$ cat src/rtl/rv32_pkg.sv
// Shared RV32I core definitions: opcodes, load/store func3 codes,
// load/store unit state encoding and error codes.
package rv32_pkg;

    localparam logic [6:0] OP_LOAD  = 7'b0000011;
    localparam logic [6:0] OP_STORE = 7'b0100011;
    localparam logic [6:0] OP_OP    = 7'b0110011;
    localparam logic [6:0] OP_IMM   = 7'b0010011;
    localparam logic [6:0] OP_LUI   = 7'b0110111;
    localparam logic [6:0] OP_AUIPC = 7'b0010111;

    localparam logic [2:0] F3_LB  = 3'b000;
    localparam logic [2:0] F3_LH  = 3'b001;
    localparam logic [2:0] F3_LW  = 3'b010;
    localparam logic [2:0] F3_LBU = 3'b100;
    localparam logic [2:0] F3_LHU = 3'b101;
    localparam logic [2:0] F3_SB  = 3'b000;
    localparam logic [2:0] F3_SH  = 3'b001;
    localparam logic [2:0] F3_SW  = 3'b010;

    typedef enum logic [1:0] {
        LSU_IDLE,
        LSU_ACCESS,
        LSU_DONE
    } lsu_state_t;

    localparam logic [1:0] ERR_NONE     = 2'b00;
    localparam logic [1:0] ERR_MISALIGN = 2'b01;
    localparam logic [1:0] ERR_ILLEGAL  = 2'b10;
    localparam logic [1:0] ERR_TIMEOUT  = 2'b11;

    function automatic logic lsu_illegal(input logic [6:0] opcode, input logic [2:0] func3);
        logic bad;
        bad = 1'b1;
        case (opcode)
            OP_LOAD:  bad = !(func3 == F3_LB || func3 == F3_LH || func3 == F3_LW ||
                              func3 == F3_LBU || func3 == F3_LHU);
            OP_STORE: bad = (func3 > F3_SW);
            default:  bad = 1'b1;
        endcase
        return bad;
    endfunction

endpackage

$ cat src/rtl/load_store_unit_if.sv
// Data-memory request/ready bus between the load/store unit and the memory slave.
interface load_store_unit_if;
    logic        mem_req;
    logic        mem_we;
    logic [31:0] mem_addr;
    logic [3:0]  mem_wstrb;
    logic [31:0] mem_wdata;
    logic [31:0] mem_rdata;
    logic        mem_ready;

    modport master (
        output mem_req, mem_we, mem_addr, mem_wstrb, mem_wdata,
        input  mem_rdata, mem_ready
    );

    modport slave (
        input  mem_req, mem_we, mem_addr, mem_wstrb, mem_wdata,
        output mem_rdata, mem_ready
    );
endinterface

$ cat src/rtl/load_store_unit_lane.sv
// Byte-lane logic: store strobes and replication, load extraction and
// extension, and alignment check for the access size in func3[1:0].
module lsu_lane (
    input  logic [1:0]  addr_lo,
    input  logic [2:0]  func3,
    input  logic [31:0] wdata,
    input  logic [31:0] mem_rdata,
    output logic [3:0]  wstrb,
    output logic [31:0] wdata_rep,
    output logic [31:0] load_val,
    output logic        misaligned
);
    logic [31:0] shifted;

    always_comb begin
        wstrb      = '0;
        wdata_rep  = wdata;
        load_val   = mem_rdata;
        misaligned = 1'b0;
        shifted    = mem_rdata >> {addr_lo, 3'b000};
        case (func3[1:0])
            2'b00: begin
                wstrb     = 4'b0001 << addr_lo;
                wdata_rep = {4{wdata[7:0]}};
                load_val  = func3[2] ? {24'h0, shifted[7:0]}
                                     : {{24{shifted[7]}}, shifted[7:0]};
            end
            2'b01: begin
                wstrb      = addr_lo[1] ? 4'b1100 : 4'b0011;
                wdata_rep  = {2{wdata[15:0]}};
                load_val   = func3[2] ? {16'h0, shifted[15:0]}
                                      : {{16{shifted[15]}}, shifted[15:0]};
                misaligned = addr_lo[0];
            end
            2'b10: begin
                wstrb      = 4'b1111;
                misaligned = (addr_lo != 2'b00);
            end
            default: ;
        endcase
    end
endmodule

$ cat src/rtl/load_store_unit.sv
// RV32I memory stage: one data-memory access per accepted request over a
// req/ready bus, with lane steering, load extension and error reporting.
module load_store_unit
    import rv32_pkg::*;
#(
    parameter int unsigned TIMEOUT_CYCLES = 255,
    parameter int unsigned CNT_W          = 8
) (
    input  logic                  clk,
    input  logic                  rst_n,
    input  logic                  start,
    input  logic [6:0]            opcode,
    input  logic [2:0]            func3,
    input  logic [31:0]           addr,
    input  logic [31:0]           wdata,
    output logic                  busy,
    output logic                  done,
    output logic                  err,
    output logic [1:0]            err_code,
    output logic [31:0]           rdata,
    load_store_unit_if.master     mem
);
    localparam logic [CNT_W-1:0] WD_LAST =
        CNT_W'((TIMEOUT_CYCLES == 0) ? 0 : TIMEOUT_CYCLES - 1);

    lsu_state_t       state;
    logic [CNT_W-1:0] wd_cnt;
    logic [2:0]       cap_func3;
    logic [1:0]       cap_addr_lo;
    logic             cap_we;

    logic             mem_req_r;
    logic             mem_we_r;
    logic [31:0]      mem_addr_r;
    logic [3:0]       mem_wstrb_r;
    logic [31:0]      mem_wdata_r;

    logic [1:0]       lane_addr_lo;
    logic [2:0]       lane_func3;
    logic [3:0]       lane_wstrb;
    logic [31:0]      lane_wdata;
    logic [31:0]      lane_load;
    logic             lane_misaligned;
    logic             req_illegal;
    logic             req_store;

    // The lane block decodes the incoming request in IDLE and the captured one afterwards.
    assign lane_addr_lo = (state == LSU_IDLE) ? addr[1:0] : cap_addr_lo;
    assign lane_func3   = (state == LSU_IDLE) ? func3     : cap_func3;
    assign req_illegal  = lsu_illegal(opcode, func3);
    assign req_store    = (opcode == OP_STORE);

    lsu_lane u_lane (
        .addr_lo    (lane_addr_lo),
        .func3      (lane_func3),
        .wdata      (wdata),
        .mem_rdata  (mem.mem_rdata),
        .wstrb      (lane_wstrb),
        .wdata_rep  (lane_wdata),
        .load_val   (lane_load),
        .misaligned (lane_misaligned)
    );

    assign mem.mem_req   = mem_req_r;
    assign mem.mem_we    = mem_we_r;
    assign mem.mem_addr  = mem_addr_r;
    assign mem.mem_wstrb = mem_wstrb_r;
    assign mem.mem_wdata = mem_wdata_r;

    always_ff @(posedge clk or negedge rst_n) begin
        if (!rst_n) begin
            state       <= LSU_IDLE;
            wd_cnt      <= '0;
            cap_func3   <= '0;
            cap_addr_lo <= '0;
            cap_we      <= 1'b0;
            busy        <= 1'b0;
            done        <= 1'b0;
            err         <= 1'b0;
            err_code    <= ERR_NONE;
            rdata       <= '0;
            mem_req_r   <= 1'b0;
            mem_we_r    <= 1'b0;
            mem_addr_r  <= '0;
            mem_wstrb_r <= '0;
            mem_wdata_r <= '0;
        end else begin
            done <= 1'b0;
            case (state)
                LSU_IDLE: begin
                    err      <= 1'b0;
                    err_code <= ERR_NONE;
                    if (start) begin
                        cap_func3   <= func3;
                        cap_addr_lo <= addr[1:0];
                        cap_we      <= req_store;
                        busy        <= 1'b1;
                        if (req_illegal || lane_misaligned) begin
                            state    <= LSU_DONE;
                            done     <= 1'b1;
                            err      <= 1'b1;
                            err_code <= req_illegal ? ERR_ILLEGAL : ERR_MISALIGN;
                            rdata    <= '0;
                        end else begin
                            state       <= LSU_ACCESS;
                            wd_cnt      <= '0;
                            mem_req_r   <= 1'b1;
                            mem_we_r    <= req_store;
                            mem_addr_r  <= {addr[31:2], 2'b00};
                            mem_wstrb_r <= req_store ? lane_wstrb : 4'b0000;
                            mem_wdata_r <= req_store ? lane_wdata : 32'h0;
                        end
                    end
                end
                LSU_ACCESS: begin
                    if (mem.mem_ready || (TIMEOUT_CYCLES != 0 && wd_cnt == WD_LAST)) begin
                        state       <= LSU_DONE;
                        done        <= 1'b1;
                        mem_req_r   <= 1'b0;
                        mem_we_r    <= 1'b0;
                        mem_addr_r  <= '0;
                        mem_wstrb_r <= '0;
                        mem_wdata_r <= '0;
                        if (mem.mem_ready) begin
                            err      <= 1'b0;
                            err_code <= ERR_NONE;
                            rdata    <= cap_we ? 32'h0 : lane_load;
                        end else begin
                            err      <= 1'b1;
                            err_code <= ERR_TIMEOUT;
                            rdata    <= '0;
                        end
                    end else begin
                        wd_cnt <= wd_cnt + 1'b1;
                    end
                end
                LSU_DONE: begin
                    state    <= LSU_IDLE;
                    busy     <= 1'b0;
                    err      <= 1'b0;
                    err_code <= ERR_NONE;
                end
                default: state <= LSU_IDLE;
            endcase
        end
    end
endmodule

$ cat src/flat_wrapper.sv
// flat-port wrapper written by rule: the top's interface ports become plain ports
module load_store_unit_flat import rv32_pkg::*;
#(
    parameter int unsigned TIMEOUT_CYCLES = 255,
    parameter int unsigned CNT_W          = 8
)
  (clk, rst_n, start, opcode, func3, addr, wdata, busy, done, err, err_code, rdata, mem_mem_req, mem_mem_we, mem_mem_addr, mem_mem_wstrb, mem_mem_wdata, mem_mem_rdata, mem_mem_ready);
  load_store_unit_if mem_i ();
  input  logic clk;
  input  logic rst_n;
  input  logic start;
  input  logic [6:0] opcode;
  input  logic [2:0] func3;
  input  logic [31:0] addr;
  input  logic [31:0] wdata;
  output logic busy;
  output logic done;
  output logic err;
  output logic [1:0] err_code;
  output logic [31:0] rdata;
  output wire logic [$bits(mem_i.mem_req)-1:0] mem_mem_req;
  output wire logic [$bits(mem_i.mem_we)-1:0] mem_mem_we;
  output wire logic [$bits(mem_i.mem_addr)-1:0] mem_mem_addr;
  output wire logic [$bits(mem_i.mem_wstrb)-1:0] mem_mem_wstrb;
  output wire logic [$bits(mem_i.mem_wdata)-1:0] mem_mem_wdata;
  input wire logic [$bits(mem_i.mem_rdata)-1:0] mem_mem_rdata;
  input wire logic [$bits(mem_i.mem_ready)-1:0] mem_mem_ready;
  assign mem_mem_req = mem_i.mem_req;
  assign mem_mem_we = mem_i.mem_we;
  assign mem_mem_addr = mem_i.mem_addr;
  assign mem_mem_wstrb = mem_i.mem_wstrb;
  assign mem_mem_wdata = mem_i.mem_wdata;
  assign mem_i.mem_rdata = mem_mem_rdata;
  assign mem_i.mem_ready = mem_mem_ready;
  load_store_unit #(.TIMEOUT_CYCLES(TIMEOUT_CYCLES), .CNT_W(CNT_W)) u_core (.clk(clk), .rst_n(rst_n), .start(start), .opcode(opcode), .func3(func3), .addr(addr), .wdata(wdata), .busy(busy), .done(done), .err(err), .err_code(err_code), .rdata(rdata), .mem(mem_i));
endmodule
$ cat config.mk
export PLATFORM = sky130hd
export DESIGN_NAME = load_store_unit_flat
export DESIGN_NICKNAME = d
export VERILOG_FILES = /design/src/rtl/rv32_pkg.sv /design/src/rtl/load_store_unit_if.sv /design/src/rtl/load_store_unit_lane.sv /design/src/rtl/load_store_unit.sv /design/src/flat_wrapper.sv
export SDC_FILE = /design/constraint.sdc
export NUM_CORES = 1
export LEC_CHECK = 0
export CORE_ASPECT_RATIO = 1.25
export CORE_MARGIN = 5
export CORE_UTILIZATION = 40
export DETAILED_ROUTE_END_ITERATION = 12
export GPL_TIMING_DRIVEN = 1
export PLACE_DENSITY = 0.72
export SYNTH_ARGS = -nofsm -noshare
export SYNTH_HDL_FRONTEND = slang
export SYNTH_SLANG_ARGS = --single-unit
$ cat constraint.sdc
create_clock -name clk -period 3.4 [get_ports clk]
set_input_delay 1.02 -clock clk [delete_from_list [all_inputs] [get_ports clk]]
set_output_delay 1.02 -clock clk [all_outputs]
set_load 0.02 [all_outputs]
# [Word level (Yosys, flattened, before mapping)]
# Cells that the tools add are included.
[totals] reg_bits=123 latchBits=0 ram_bits=0 rom_bits=0 inputBits=110 elab_cells=115 n_memories=0
[classes] addsub=1 multipliers=0 div_mod_pow=0 n_lt_le_gt_ge=1 n_eq_ne=16 n_shift=2 muxes=59 n_bitwise=0 reduce_logical=21
[op_table] cell="32-bit two-way mux" count=13
[op_table] cell="32-bit case mux with 2 select lines" count=5
[op_table] cell="32-bit by 5-bit right shift with 16-bit output" count=1
[op_table] cell="8-bit two-way mux" count=3
[op_table] cell="4-bit two-way mux" count=5
[op_table] cell="2-bit two-way mux" count=9
[op_table] cell="8-bit case mux with 2 select lines" count=1
[op_table] cell="1-bit case mux with 2 select lines" count=6
[op_table] cell="4-bit case mux with 3 select lines" count=1
[op_table] cell="4-bit AND reduction" count=3
[op_table] cell="1-bit two-way mux" count=11
[op_table] cell="8-bit by 1-bit adder with 8-bit output, second input constant" count=1
[op_table] cell="8-bit == test, second input constant" count=1
[op_table] cell="2-bit != test, second input constant" count=4
[op_table] cell="4-bit case mux with 2 select lines" count=1
[op_table] cell="2-bit AND reduction" count=4
[op_table] cell="7-bit by 2-bit == test with 1-bit output, second input constant" count=1
[op_table] cell="7-bit by 6-bit == test with 1-bit output, second input constant" count=1
[op_table] cell="3-bit == test, second input constant" count=2
[op_table] cell="1-bit logical OR" count=6
[op_table] cell="2-bit case mux with 3 select lines" count=1
[op_table] cell="2-bit nonzero test" count=3
[op_table] cell="2-bit by 1-bit == test with 1-bit output, second input constant" count=2
[op_table] cell="2-bit == test, second input constant" count=2
[op_table] cell="other kinds (12)" count=13

# [Logic depth before layout (Yosys ltp)]
# Gate-level depths: netlist of run 1.
[depth] word_depth=11 ltp_mapped=14

# [Hierarchy]
# Synthesis of run 1 repeated with hierarchy kept, for this count alone.
[hier_totals] cells_unflattened=625 hier_area_um2=6512.5
[modules_own_cells] mod="load_store_unit" instances=1 cells_per_inst=423 area_each_um2=5257.5 seq_area_each_um2=3027.9
[modules_own_cells] mod="lsu_lane" instances=1 cells_per_inst=202 area_each_um2=1255.0 seq_area_each_um2=0.0

# [Least setup slack after synthesis of run 1]
# Ideal clock, no wire load.
[synth_path] kind="input to register" startpoint="in func3[0]" endpoint="reg u_core.mem_wdata_r[16] (netlist: u_core.mem.mem_wdata[16])" arrival_time_ns=2.634 required_ns=3.268 path_slack_ns=0.635 cell_stages=7 path_buffers=1 path_cell_list="mux2i_1 inv_1 ha_1 nor2_1 clkbuf_1 mux2i_1 o2bb2ai_1"
[synth_via] elab_chain_len=10 word_cells_on_any_way=25 classes_between="1 x order compare; 7 x eq/ne; 8 x mux; 9 x reduce/logical"
[synth_rtl] item="from (decl)" line_no="flat_wrapper.sv:13" rtl="input logic [2:0] func3;"
[synth_rtl] item="3-bit by 1-bit == test with 1-bit output or 3-bit logical NOT (tied branches)" line_no="rv32_pkg.sv:36" rtl="OP_LOAD: bad = !(func3 == F3_LB || func3 == F3_LH || func3 == F3_LW ||"
[synth_rtl] item="1-bit logical OR (3 in series)" line_no="rv32_pkg.sv:36"
[synth_rtl] item="1-bit logical OR" line_no="rv32_pkg.sv:37" rtl="func3 == F3_LBU || func3 == F3_LHU);"
[synth_rtl] item="1-bit logical NOT" line_no="rv32_pkg.sv:36"
[synth_rtl] item="1-bit case mux with 2 select lines" line_no="rv32_pkg.sv:35" rtl="case (opcode)"
[synth_rtl] item="1-bit logical OR" line_no="load_store_unit.sv:98" rtl="if (req_illegal || lane_misaligned) begin"
[synth_rtl] item="2-bit != test (no source line)"
[synth_rtl] item="4-bit AND reduction (no source line)"
[synth_rtl] item="to (signal assigned)" line_no="load_store_unit.sv:111" rtl="mem_wdata_r <= req_store ? lane_wdata : 32'h0;"
[synth_rtl] item="to (decl)" line_no="load_store_unit.sv:36" rtl="logic [31:0] mem_wdata_r;"
# Several ways; a longest one is shown, not always the timed one. The select of a mux whose other input is x is not followed.
# A chain may end at the register's enable or synchronous reset.

# [Worst setup path after layout of run 1]
[layout_path] startpoint="in func3[1]" endpoint="reg u_core.rdata[16]"
[layout_via] elab_chain_len=10 word_cells_on_any_way=25 classes_between="1 x order compare; 7 x eq/ne; 8 x mux; 9 x reduce/logical"
[layout_rtl] item="3-bit by 1-bit == test with 1-bit output or 3-bit logical NOT (tied branches)" line_no="rv32_pkg.sv:36"
[layout_rtl] item="1-bit logical OR (3 in series)" line_no="rv32_pkg.sv:36"
[layout_rtl] item="1-bit logical OR" line_no="rv32_pkg.sv:37"
[layout_rtl] item="1-bit logical NOT" line_no="rv32_pkg.sv:36"
[layout_rtl] item="1-bit case mux with 2 select lines" line_no="rv32_pkg.sv:35"
[layout_rtl] item="1-bit logical OR" line_no="load_store_unit.sv:98"
[layout_rtl] item="2-bit != test (no source line)"
[layout_rtl] item="4-bit AND reduction (no source line)"
[layout_rtl] item="to (signal assigned)" line_no="load_store_unit.sv:127" rtl="rdata <= cap_we ? 32'h0 : lane_load;"
[layout_rtl] item="to (decl)" line_no="load_store_unit.sv:20" rtl="output logic [31:0] rdata,"
# Several ways; a longest one is shown, not always the timed one. The select of a mux whose other input is x is not followed.

==> metrics.md, run 1 <==
| Metric | Value |
|---|---|
| Outcome | `completed` |
| # rows | `51` |
| WL final | `20,400 um` |
| Total design power | `6.03 mW` |
| Origin of the critical flop-to-flop path | `u_core.state[0]` |
| Vias in the first global route | `6,128` |
| Max-Slew Margin vs Limit | `0.263` |
| Dpl ws | `-83.0 ps` |
| Worst-path fanout max | `16` |
| Largest net degree at the start of global routing | `69` |
| Finished Layout Cells | `1,007` |
| DRC | `0` |
| Slowest Stage Delay on Critical Path | `840 ps` |
| Post-Syn Area per Cell | `10.9 um^2` |
| Syn Inst Count | `574` |
| CP required | `3710 ps` |
| Clk_skew | `7.57 ps` |
| GRT Overall Usage | `0.225` |
| Initial Util | `0.404` |
| Initial drt markers | `453` |
| Post-DP HPWL | `15,000 um` |
| Peak supply drop | `319 uV` |
| CP endpoint kind | `flop` |
| CTS HTree Levels | `4` |
| Post-layout minimum cycle time | `3060 ps` |
| Ratio of cells with drive above 1 in the final layout | `0.121` |
| Via count | `5,776` |
| YS warnings | `0` |
| Placed Instances | `976` |
| Async SR Flop Fraction | `1.00` |
| Area Growth Syn to Fin | `48.0%` |
| Top-count cell post-synth | `dfrtp_1` |
| Yosys top cell area share | `0.485` |
| Worst hold path depth | `2` |
| I/O pin count | `217` |
| # Post-CTS Setup Buffers | `0` |
| Hold WC Path Type | `flop to flop` |
| First-pass GRT wire length | `32,200 um` |
| Vias per cell | `5.74` |
| Cell accounting for the most synthesized area | `dfrtp_1` |
| Crit share post-route | `0.899` |
| Met1 Use GR | `0.270` |
| Slew @ Worst Pin | `1100 ps` |
| GR Util met3 | `0.0707` |
| Resize count post-CTS | `0` |
| Clock Latency Late Sink | `420 ps` |
| Unrepaired setup endpoints after global routing | `no` |
| Ranking of synthesized cells by area | `dfrtp_1, a22o_1, o2bb2ai_1` |
| Reg-to-Reg End | `u_core.rdata[16]` |
| Worst Setup Path Type | `input port to flop` |
| Final Max Slew Viols | `0` |
| WHS Endpoint | `u_core.err_code[0]` |
| Clock transition at path regs | `50 ps` |
| Sequential area share after synthesis | `0.485` |
| Worst EP arrival | `3370 ps` |
| Gr busiest metal | `met2` |
| Synth top cells by count | `dfrtp_1, a22o_1, a21oi_1, o21ai_0, nor2_1` |
| CTS tree | `yes` |
| CTS root buffer | `clkbuf_16` |
| Top_reg_cell synth | `dfrtp_1` |
| Maximum capacitance violations | `0` |
| Final Hold Viols | `0` |
| Leak Pwr | `3.94 nW` |
| TritonCTS buffer count | `17` |
| Syn Std Cell Area | `0.00624 mm^2` |
| Initial antenna violation count | `1` |
| Fmax | `0.327 GHz` |
| TNS Setup | `0 ps` |
| Min-Delay Startpoint | `u_core.err_code[0]` |
| GR Util met2 | `0.376` |
| CTS Hold Bufs | `0` |
| Clock Tree Buf Depth | `2` |
| CP Launch Type | `input port` |
| CP max stage cell | `nor2b_1` |
| Die area | `0.0182 mm^2` |
| FF-to-FF path depth | `8` |
| Nets@finish | `903` |
| CP Cell Sequence | `clkdlybuf4s50_1, mux2i_1, ha_1, nor2_2, nor2b_1, a21oi_1, o31ai_1` |
| Die Span Y | `150 um` |
| Final estimated routing congestion in global placement | `0.914` |
| Overall die width | `122 um` |
| Wire per inst | `20.2 um` |
| Post-synth EDFFs | `0` |
| Clk sinks | `121` |
| Reg2reg setup slack | `360 ps` |
| Final worst slack | `343 ps` |
| PwrDens | `652 mW/mm^2` |
| Yosys cell types | `67` |
| FF+latch count, synth | `121` |
| IO Port Bufs | `214` |
| Core area | `0.0154 mm^2` |
| Final setup violation count | `0` |
| Post-DRT Antenna Nets | `0` |
| Remaining Overflow, GRT | `0` |
| Initial DRT Pass Iterations | `7` |
[routing by layer]
layer,share of wire,up-vias
met5,0,-
li1,-,2611
met3,0.074,45
met1,0.39,2850
met2,0.51,270
met4,0.026,0
[worst max-delay path by stage]
| stage | startpoint | endpoint | slack, ps | cells after the start |
|---|---|---|---|---|
| 3_3_place_gp | func3[0] | u_core.rdata[17] | 20 | 8 |
| 5_1_grt | u_core.state[0] | u_core.rdata[19] | 130 | 8 |
| 6_report | func3[1] | u_core.rdata[16] | 340 | 7 |
| 2_1_floorplan | func3[0] | u_core.mem.mem_wdata[16] | 630 | 7 |
| 4_1_cts | func3[1] | u_core.rdata[30] | 350 | 7 |
| 3_5_place_dp | func3[1] | u_core.rdata[30] | -80 | 7 |
[sequential cells by signal, indices dropped and copies added (netlist names), 2 cells and up]
name,flops
u_core.rdata,32
u_core.state,2
u_core.wd_cnt,8
u_core.mem.mem_wdata,32
u_core.err_code,2
u_core.cap_func3,3
u_core.cap_addr_lo,2
u_core.mem.mem_wstrb,4
u_core.mem.mem_addr,30
[report_power, final]
| group | internal (mW) | switching (mW) |
|---|---|---|
| combinational | 1.02 | 1.48 |
| clock | 1.21 | 0.625 |
| sequential | 1.59 | 0.113 |
[layout make-up]
cell class / instances / area (um^2)
fillers: 1296 / 6200
flip-flops and latches: 121 / 3030
multi-input cells: 396 / 2950
repair buffers: 238 / 2370
clock buffers: 19 / 433
well taps: 212 / 265
clock inverters: 11 / 155
inverters: 9 / 33.8
diodes: 1 / 2.50
[critical path, delay by kind of cell]
| kind | cells | cell delay (ps) |
|---|---|---|
| mux | 1 | 290 |
| simple gates | 2 | 910 |
| fa+ha+maj | 1 | 300 |
| buf+inv | 1 | 460 |
| compound gates | 2 | 390 |
[layout by cell type (no fill, tap or decap), types with 3 or more instances in the layout]
cell and instances:
a21o_1 6, a21oi_1 42, a22o_1 49, a22oi_1 15, a31oi_1 9, and2_1 4, and3_1 3, buf_12 4
buf_4 21, bufinv_16 4, clkbuf_16 17, clkdlybuf4s50_1 213, clkinv_2 7, dfrtp_1 121, ha_1 10, inv_1 9
mux2_2 6, mux2i_1 16, nand2_1 27, nand3_1 8, nor2_1 33, nor3_1 4, o211ai_1 8, o21ai_0 35
o21bai_1 4, o221ai_1 6, o22ai_1 3, o2bb2ai_1 29, o2bb2ai_2 10, o31ai_1 11, o31ai_2 10, o41ai_1 3
[logic make-up (layout without fill, tap and decap cells)]
| family | Yosys count | in the layout | synth area share |
|---|---|---|---|
| flip-flops | 121 | 121 | 0.485 |
| AND/OR/NAND/NOR | 99 | 99 | 0.0798 |
| AO/OA/AOI/OAI | 262 | 262 | 0.330 |
| other | 1 | 3 | 0.000601 |
| multiplexers | 23 | 23 | 0.0389 |
| adder cells (fa/ha/maj) | 10 | 10 | 0.0200 |
| buffers and inverters | 58 | 277 | 0.0457 |
[per-stage QoR]
stage	utilization	cell area (um^2)	hold slack (ps)
after detailed placement	0.560	8650	473
final	0.598	9240	476
after global routing	0.598	9240	495
after global placement	0.560	8650	461
after floorplan	-	6250	451
after CTS	0.598	9240	485
No activity file was read; power rests on OpenSTA's default activity.
==> run 2: changes to the inputs <==
--- a/config.mk
+++ b/config.mk
@@ -6,7 +6,6 @@
 export NUM_CORES = 1
 export LEC_CHECK = 0
 export CORE_ASPECT_RATIO = 1.25
-export CORE_MARGIN = 5
 export CORE_UTILIZATION = 40
 export DETAILED_ROUTE_END_ITERATION = 12
 export GPL_TIMING_DRIVEN = 1
==> metrics.md, run 2 (synthesis gave the netlist of run 1 again) <==
| Metric | Value |
|---|---|
| Reg2reg setup slack | `540 ps (+180 ps)` |
| WL final | `19,600 um (-3.8%)` |
| Vias in the first global route | `6,032 (-1.6%)` |
| I/O pin count | `217 (unchanged)` |
| Final Hold Viols | `0 (unchanged)` |
| CTS root buffer | `clkbuf_16` |
| Largest net degree at the start of global routing | `69 (unchanged)` |
| CP endpoint kind | `flop` |
| FF-to-FF path depth | `8 (unchanged)` |
| Worst EP arrival | `3390 ps (+20 ps)` |
| Maximum capacitance violations | `0 (unchanged)` |
| Ant. Diodes | `0 (-1)` |
| Top delay family on crit path | `simple AND/OR/NAND/NOR gates` |
| Die Span Y | `142 um (-5.3%)` |
| Slew @ Worst Pin | `1030 ps (-70.1 ps)` |
| CP max stage cell | `nor2b_1` |
| Unrepaired setup endpoints after global routing | `no` |
| First-pass GRT wire length | `31,400 um (-2.4%)` |
| Worst hold path depth | `1 (-1)` |
| Initial antenna violation count | `0 (-1)` |
| Clk sinks | `121 (unchanged)` |
| Final setup violation count | `0 (unchanged)` |
| Final Max Slew Viols | `0 (unchanged)` |
| Placed Instances | `975 (-0.10%)` |
| CP Cell Sequence | `clkdlybuf4s50_1, mux2i_1, ha_1, nor2_4, nor2b_1, a21oi_1, o31ai_2` |
| Clock transition at path regs | `50 ps (about the same)` |
| Post-DRT Antenna Nets | `0 (unchanged)` |
| CP Buf/Inv Count | `1 (unchanged)` |
| # Post-CTS Setup Buffers | `0 (unchanged)` |
| Via count | `5,650 (-2.2%)` |
| Leak Pwr | `3.95 nW (+0.30%)` |
| Clock Tree Buf Depth | `2 (unchanged)` |
| Layout Utilization | `0.614 (+0.0154)` |
| Max-Slew Margin vs Limit | `0.310 (+0.0469)` |
| CTS tree | `yes` |
| Post-DP HPWL | `14,300 um (-4.4%)` |
| Final estimated routing congestion in global placement | `0.862 (-5.6%)` |
| Final hold slack | `475 ps (-1.13 ps)` |
| CP Launch Type | `input port` |
| Wire per inst | `19.5 um (-3.8%)` |
| IO Port Bufs | `214 (unchanged)` |
| Post-layout minimum cycle time | `3060 ps (+6.05 ps)` |
| Clk_skew | `7.47 ps (-0.100 ps)` |
| # rows | `50 (-2.0%)` |
| Resize count post-CTS | `0 (unchanged)` |
| WHS Endpoint | `u_core.err` |
| Vias per cell | `5.61 (-2.2%)` |
| Initial Util | `0.412 (+0.00809)` |
| Initial drt markers | `432 (-4.6%)` |
| Area after DPL | `0.00868 mm^2 (+0.41%)` |
| Finished Layout Cells | `1,007 (unchanged)` |
| CTS Hold Bufs | `0 (unchanged)` |
| Crit. path cell count | `7 (unchanged)` |
| Crit share post-route | `0.901 (+0.00178)` |
| Ratio of cells with drive above 1 in the final layout | `0.129 (+0.00800)` |
| Finished Cell Area | `0.00929 mm^2 (+0.56%)` |
| Highest-count cells in the layout ignoring fill and taps | `clkdlybuf4s50_1, dfrtp_1, a22o_1` |
| Clock Latency Late Sink | `410 ps (about the same)` |
| Fmax | `0.327 GHz (-0.20%)` |
| CTS HTree Levels | `4 (unchanged)` |
| DRC | `0 (unchanged)` |
| Initial DRT Pass Iterations | `4 (-3)` |
| Core area | `0.0151 mm^2 (-2.0%)` |
| Die area | `0.0161 mm^2 (-12%)` |
| TritonCTS buffer count | `17 (unchanged)` |
| Most common cell after layout, fill and taps aside | `clkdlybuf4s50_1` |
| Min-Delay Startpoint | `u_core.err` |
| Slowest Stage Delay on Critical Path | `800 ps (-40 ps)` |
| GRT Overall Usage | `0.252 (+0.0266)` |
| Outcome | `completed` |
| Origin of the critical flop-to-flop path | `u_core.state[0]` |
| Worst-path fanout max | `16 (unchanged)` |
| PwrDens | `656 mW/mm^2 (+0.53%)` |
| Hold WC Path Type | `flop to flop` |
| Area Growth Syn to Fin | `48.8%` |
| Reg-to-Reg End | `u_core.rdata[29]` |
| Overall die width | `114 um (-6.6%)` |
| CP required | `3720 ps (about the same)` |
| Worst Setup Path Type | `input port to flop` |
| TNS Setup | `0 ps (unchanged)` |
| Remaining Overflow, GRT | `0 (unchanged)` |
| Peak supply drop | `339 uV (+6.4%)` |
| Nets@finish | `906 (+0.33%)` |
==> run 2: changes by cell type in the layout (fill, tap and decap cells not counted), sizes merged <==
cell	delta
buf	+3
bufinv	-2
clkbuf	+1
clkinv	-2
clkinvlp	+3
diode	-1
inv	+2
==> run 2: metrics by stage <==
stage               total power [mW]  setup WS [ps]
floorplan                       3.36            635
global placement                4.19           65.0
detailed placement              4.25          -36.5
CTS                             6.12            373
global route                    6.41            182
finish                          6.09            337
==> run 2: how the worst max path moves through the flow <==
stage | from | end | slack (ps)
finish | func3[1] | u_core.rdata[29] | 340
global placement | func3[0] | u_core.mem.mem_wdata[6] | 60
global route | func3[1] | u_core.rdata[17] | 180
CTS | func3[1] | u_core.rdata[29] | 370
detailed placement | func3[1] | u_core.rdata[29] | -40
floorplan | func3[0] | u_core.mem.mem_wdata[16] | 630
==> run 2: power breakdown <==
group	switching [mW]	total (mW)	internal [mW]
combinational	1.49	2.56	1.07
sequential	0.112	1.70	1.59
clock	0.689	1.83	1.14
==> run 2: area by class of cell <==
| type | count | area, um^2 |
|---|---|---|
| sequential | 121 | 3030 |
| clock buffer | 20 | 467 |
| tap | 208 | 260 |
| clock inverter | 12 | 140 |
| multi-input combinational | 396 | 2960 |
| inverter | 9 | 33.8 |
| fill | 1261 | 5850 |
| timing repair buffer | 241 | 2400 |
==> run 2: worst register-to-register path, delay by kind of cell, from the launching register on <==
family,cells,cell delay [ps]
multiplexers,1,360
AND/OR/NAND/NOR,2,880
flip-flops,1,420
AO/OA/AOI/OAI,2,390
adder cells (fa/ha/maj),2,640
buffers and inverters,1,100
==> run 2: routing by layer <==
metal / vias up / global-route usage / routed length, um / part of all wire
li1: 2627 / - / - / -
met5: - / 0 / 0 / 0
met2: 236 / 0.435 / 10100 / 0.52
met4: 0 / 0.108 / 449 / 0.023
met3: 35 / 0.0692 / 1330 / 0.068
met1: 2752 / 0.292 / 7700 / 0.39
==> run 3: changes to the inputs <==
--- a/config.mk
+++ b/config.mk
@@ -6,10 +6,12 @@
 export NUM_CORES = 1
 export LEC_CHECK = 0
 export CORE_ASPECT_RATIO = 1.25
+export CORE_MARGIN = 3
 export CORE_UTILIZATION = 40
 export DETAILED_ROUTE_END_ITERATION = 12
 export GPL_TIMING_DRIVEN = 1
-export PLACE_DENSITY = 0.72
+export PLACE_DENSITY = 0.75
+export SLEW_MARGIN = 20
 export SYNTH_ARGS = -nofsm -noshare
 export SYNTH_HDL_FRONTEND = slang
 export SYNTH_SLANG_ARGS = --single-unit
==> constraint.sdc (replaced) <==
create_clock -name clk -period 2.8 [get_ports clk]
set_input_delay 0.84 -clock clk [delete_from_list [all_inputs] [get_ports clk]]
set_output_delay 0.84 -clock clk [all_outputs]
set_load 0.02 [all_outputs]
==> metrics.md, run 3 (synthesis gave the netlist of run 1 again) <==
| Metric | Value |
|---|---|
| DRC | `0 (unchanged)` |
| Worst EP arrival | `2970 ps (-420 ps)` |
| Nets@finish | `935 (+3.2%)` |
| Seq. cell area | `0.00303 mm^2 (unchanged)` |
| Largest net degree at the start of global routing | `45 (-35%)` |
| Initial drt markers | `623 (+44%)` |
| Outcome | `completed` |
| Final Hold Viols | `0 (unchanged)` |
| CP required | `3090 ps (-630 ps)` |
| Finished Layout Cells | `1,036 (+2.9%)` |
| Post-DP HPWL | `15,000 um (+4.9%)` |
| Origin of the critical flop-to-flop path | `u_core.state[1]` |
| Die Span Y | `146 um (+2.8%)` |
| Reg-to-Reg End | `u_core.rdata[1]` |
| Clk_skew | `8.78 ps (+1.31 ps)` |
| # rows | `50 (unchanged)` |
| CTS tree | `yes` |
| Placed Instances | `1,004 (+3.0%)` |
| Final estimated routing congestion in global placement | `0.910 (+5.5%)` |
| Overall die width | `118 um (+3.5%)` |
| CTS HTree Levels | `4 (unchanged)` |
| TNS Setup | `0 ps (unchanged)` |
| Ant. Diodes | `0 (unchanged)` |
| Initial DRT Pass Iterations | `6 (+2)` |
| Max-Slew Margin vs Limit | `0.574 (+0.264)` |
| Clock Tree Buf Depth | `2 (unchanged)` |
| Reg2reg setup slack | `160 ps (-380 ps)` |
| TritonCTS buffer count | `17 (unchanged)` |
| CP endpoint kind | `flop` |
| Clock Latency Late Sink | `410 ps (about the same)` |
| Highest-count cells in the layout ignoring fill and taps | `clkdlybuf4s50_1, dfrtp_1, a22o_1` |
| First-pass GRT wire length | `33,300 um (+6.0%)` |
| Slew @ Worst Pin | `639 ps (-393 ps)` |
| Post-layout minimum cycle time | `2690 ps` |
| Layout Utilization | `0.630 (+0.0164)` |
| WL final | `20,800 um (+6.0%)` |
| FF-to-FF path depth | `12 (+4)` |
| Core area | `0.0151 mm^2 (unchanged)` |
| Final Max Slew Viols | `0 (unchanged)` |
| Peak supply drop | `367 uV (+8.2%)` |
| Vias in the first global route | `6,344 (+5.2%)` |
| Remaining Overflow, GRT | `0 (unchanged)` |
| IO Port Bufs | `214 (unchanged)` |
| Fmax | `0.372 GHz` |
| Area after DPL | `0.00893 mm^2 (+2.9%)` |
| Most common cell after layout, fill and taps aside | `clkdlybuf4s50_1` |
| Clk sinks | `121 (unchanged)` |
| Worst Setup Path Type | `input port to flop` |
| Maximum capacitance violations | `0 (unchanged)` |
| Area of the multi-input gates | `0.00298 mm^2 (+0.89%)` |
| Die area | `0.0172 mm^2 (+6.4%)` |
| CTS root buffer | `clkbuf_16` |
| CP Launch Type | `input port` |
| GRT Overall Usage | `0.238 (-0.0142)` |
| Wire per inst | `20.0 um (+3.0%)` |
| Ratio of cells with drive above 1 in the final layout | `0.169 (+0.0402)` |
| Worst-path fanout max | `7 (-9)` |
| Total design power | `7.63 mW (+25%)` |
| Initial antenna violation count | `0 (unchanged)` |
| CP Launch Point | `func3[0]` |
| Post-DRT Antenna Nets | `0 (unchanged)` |
| Fillers | `1,246 (-1.2%)` |
| Initial Util | `0.412 (unchanged)` |
| Final setup violation count | `0 (unchanged)` |
| Finished Cell Area | `0.00954 mm^2 (+2.7%)` |
| Area Growth Syn to Fin | `52.8%` |
| Hold WC Path Type | `input port to asynchronous set/reset pin` |
| I/O pin count | `217 (unchanged)` |
| Clock transition at path regs | `60 ps (about the same)` |
| PwrDens | `800 mW/mm^2 (+22%)` |
| Leak Pwr | `4.09 nW (+3.5%)` |
| Crit share post-route | `0.959` |
| Vias per cell | `5.78 (+3.0%)` |
| Via count | `5,986 (+5.9%)` |
## run 3: worst max-delay path by stage
stage                                          end  slack (ps)  depth (start not counted)
final                              u_core.rdata[1]         110                         11
after floorplan           u_core.mem.mem_wdata[16]          90                         11
after global placement             u_core.rdata[0]        -260                         11
after detailed placement          u_core.wd_cnt[5]        -400                          9
after CTS                         u_core.wd_cnt[7]           6                          9
after global routing              u_core.rdata[25]         -20                         10
## run 3: worst max-delay path, stage by stage
cell and delay (ps):
clkdlybuf4s50_1 450, mux2i_1 190, inv_1 90, ha_1 250, buf_4 160, nor2_2 250, buf_4 180, nor2_1 40
buf_4 150, o221ai_1 260, o2bb2ai_1 120
## run 3: where the power goes
group | total (mW) | internal, mW | switching (mW) | leakage, nW
clock | 2.13 | 1.24 | 0.897 | 0.267
combinational | 3.42 | 1.50 | 1.92 | 2.17
sequential | 2.08 | 1.93 | 0.148 | 1.65
total | 7.63 | 4.66 | 2.97 | 4.09
## run 3: final cells by class
class / count / share of cell area
flip-flops and latches: 121 / 0.317
repair buffers: 270 / 0.280
inverters: 9 / 0.00354
clock inverters: 15 / 0.0147
clock buffers: 17 / 0.0446
well taps: 208 / 0.0273
multi-input cells: 396 / 0.313
## run 3: repair_timing
| item | in CTS | in global routing |
|---|---|---|
| setup buffers | 0 | 0 |
| hold buffers | 0 | 0 |
| gates resized for setup | 1 | 9 |
| setup endpoints to repair | 1 | 25 |
| hold endpoints to repair | 0 | 0 |
## run 3: layer usage
metal / wire (um) / share of wire / GRT usage / vias to the layer above
met1: 8190 / 0.39 / 0.276 / 2919
met3: 1590 / 0.077 / 0.0708 / 53
met5: 0 / 0 / 0 / -
met2: 10500 / 0.50 / 0.413 / 332
li1: - / - / - / 2682
met4: 528 / 0.025 / 0.0915 / 0
## run 3: stage by stage
step,hold slack [ps],setup slack (ps)
floorplan,451,86.9
global placement,460,-260
detailed placement,468,-398
CTS,463,5.66
global route,476,-15.2
finish,437,115
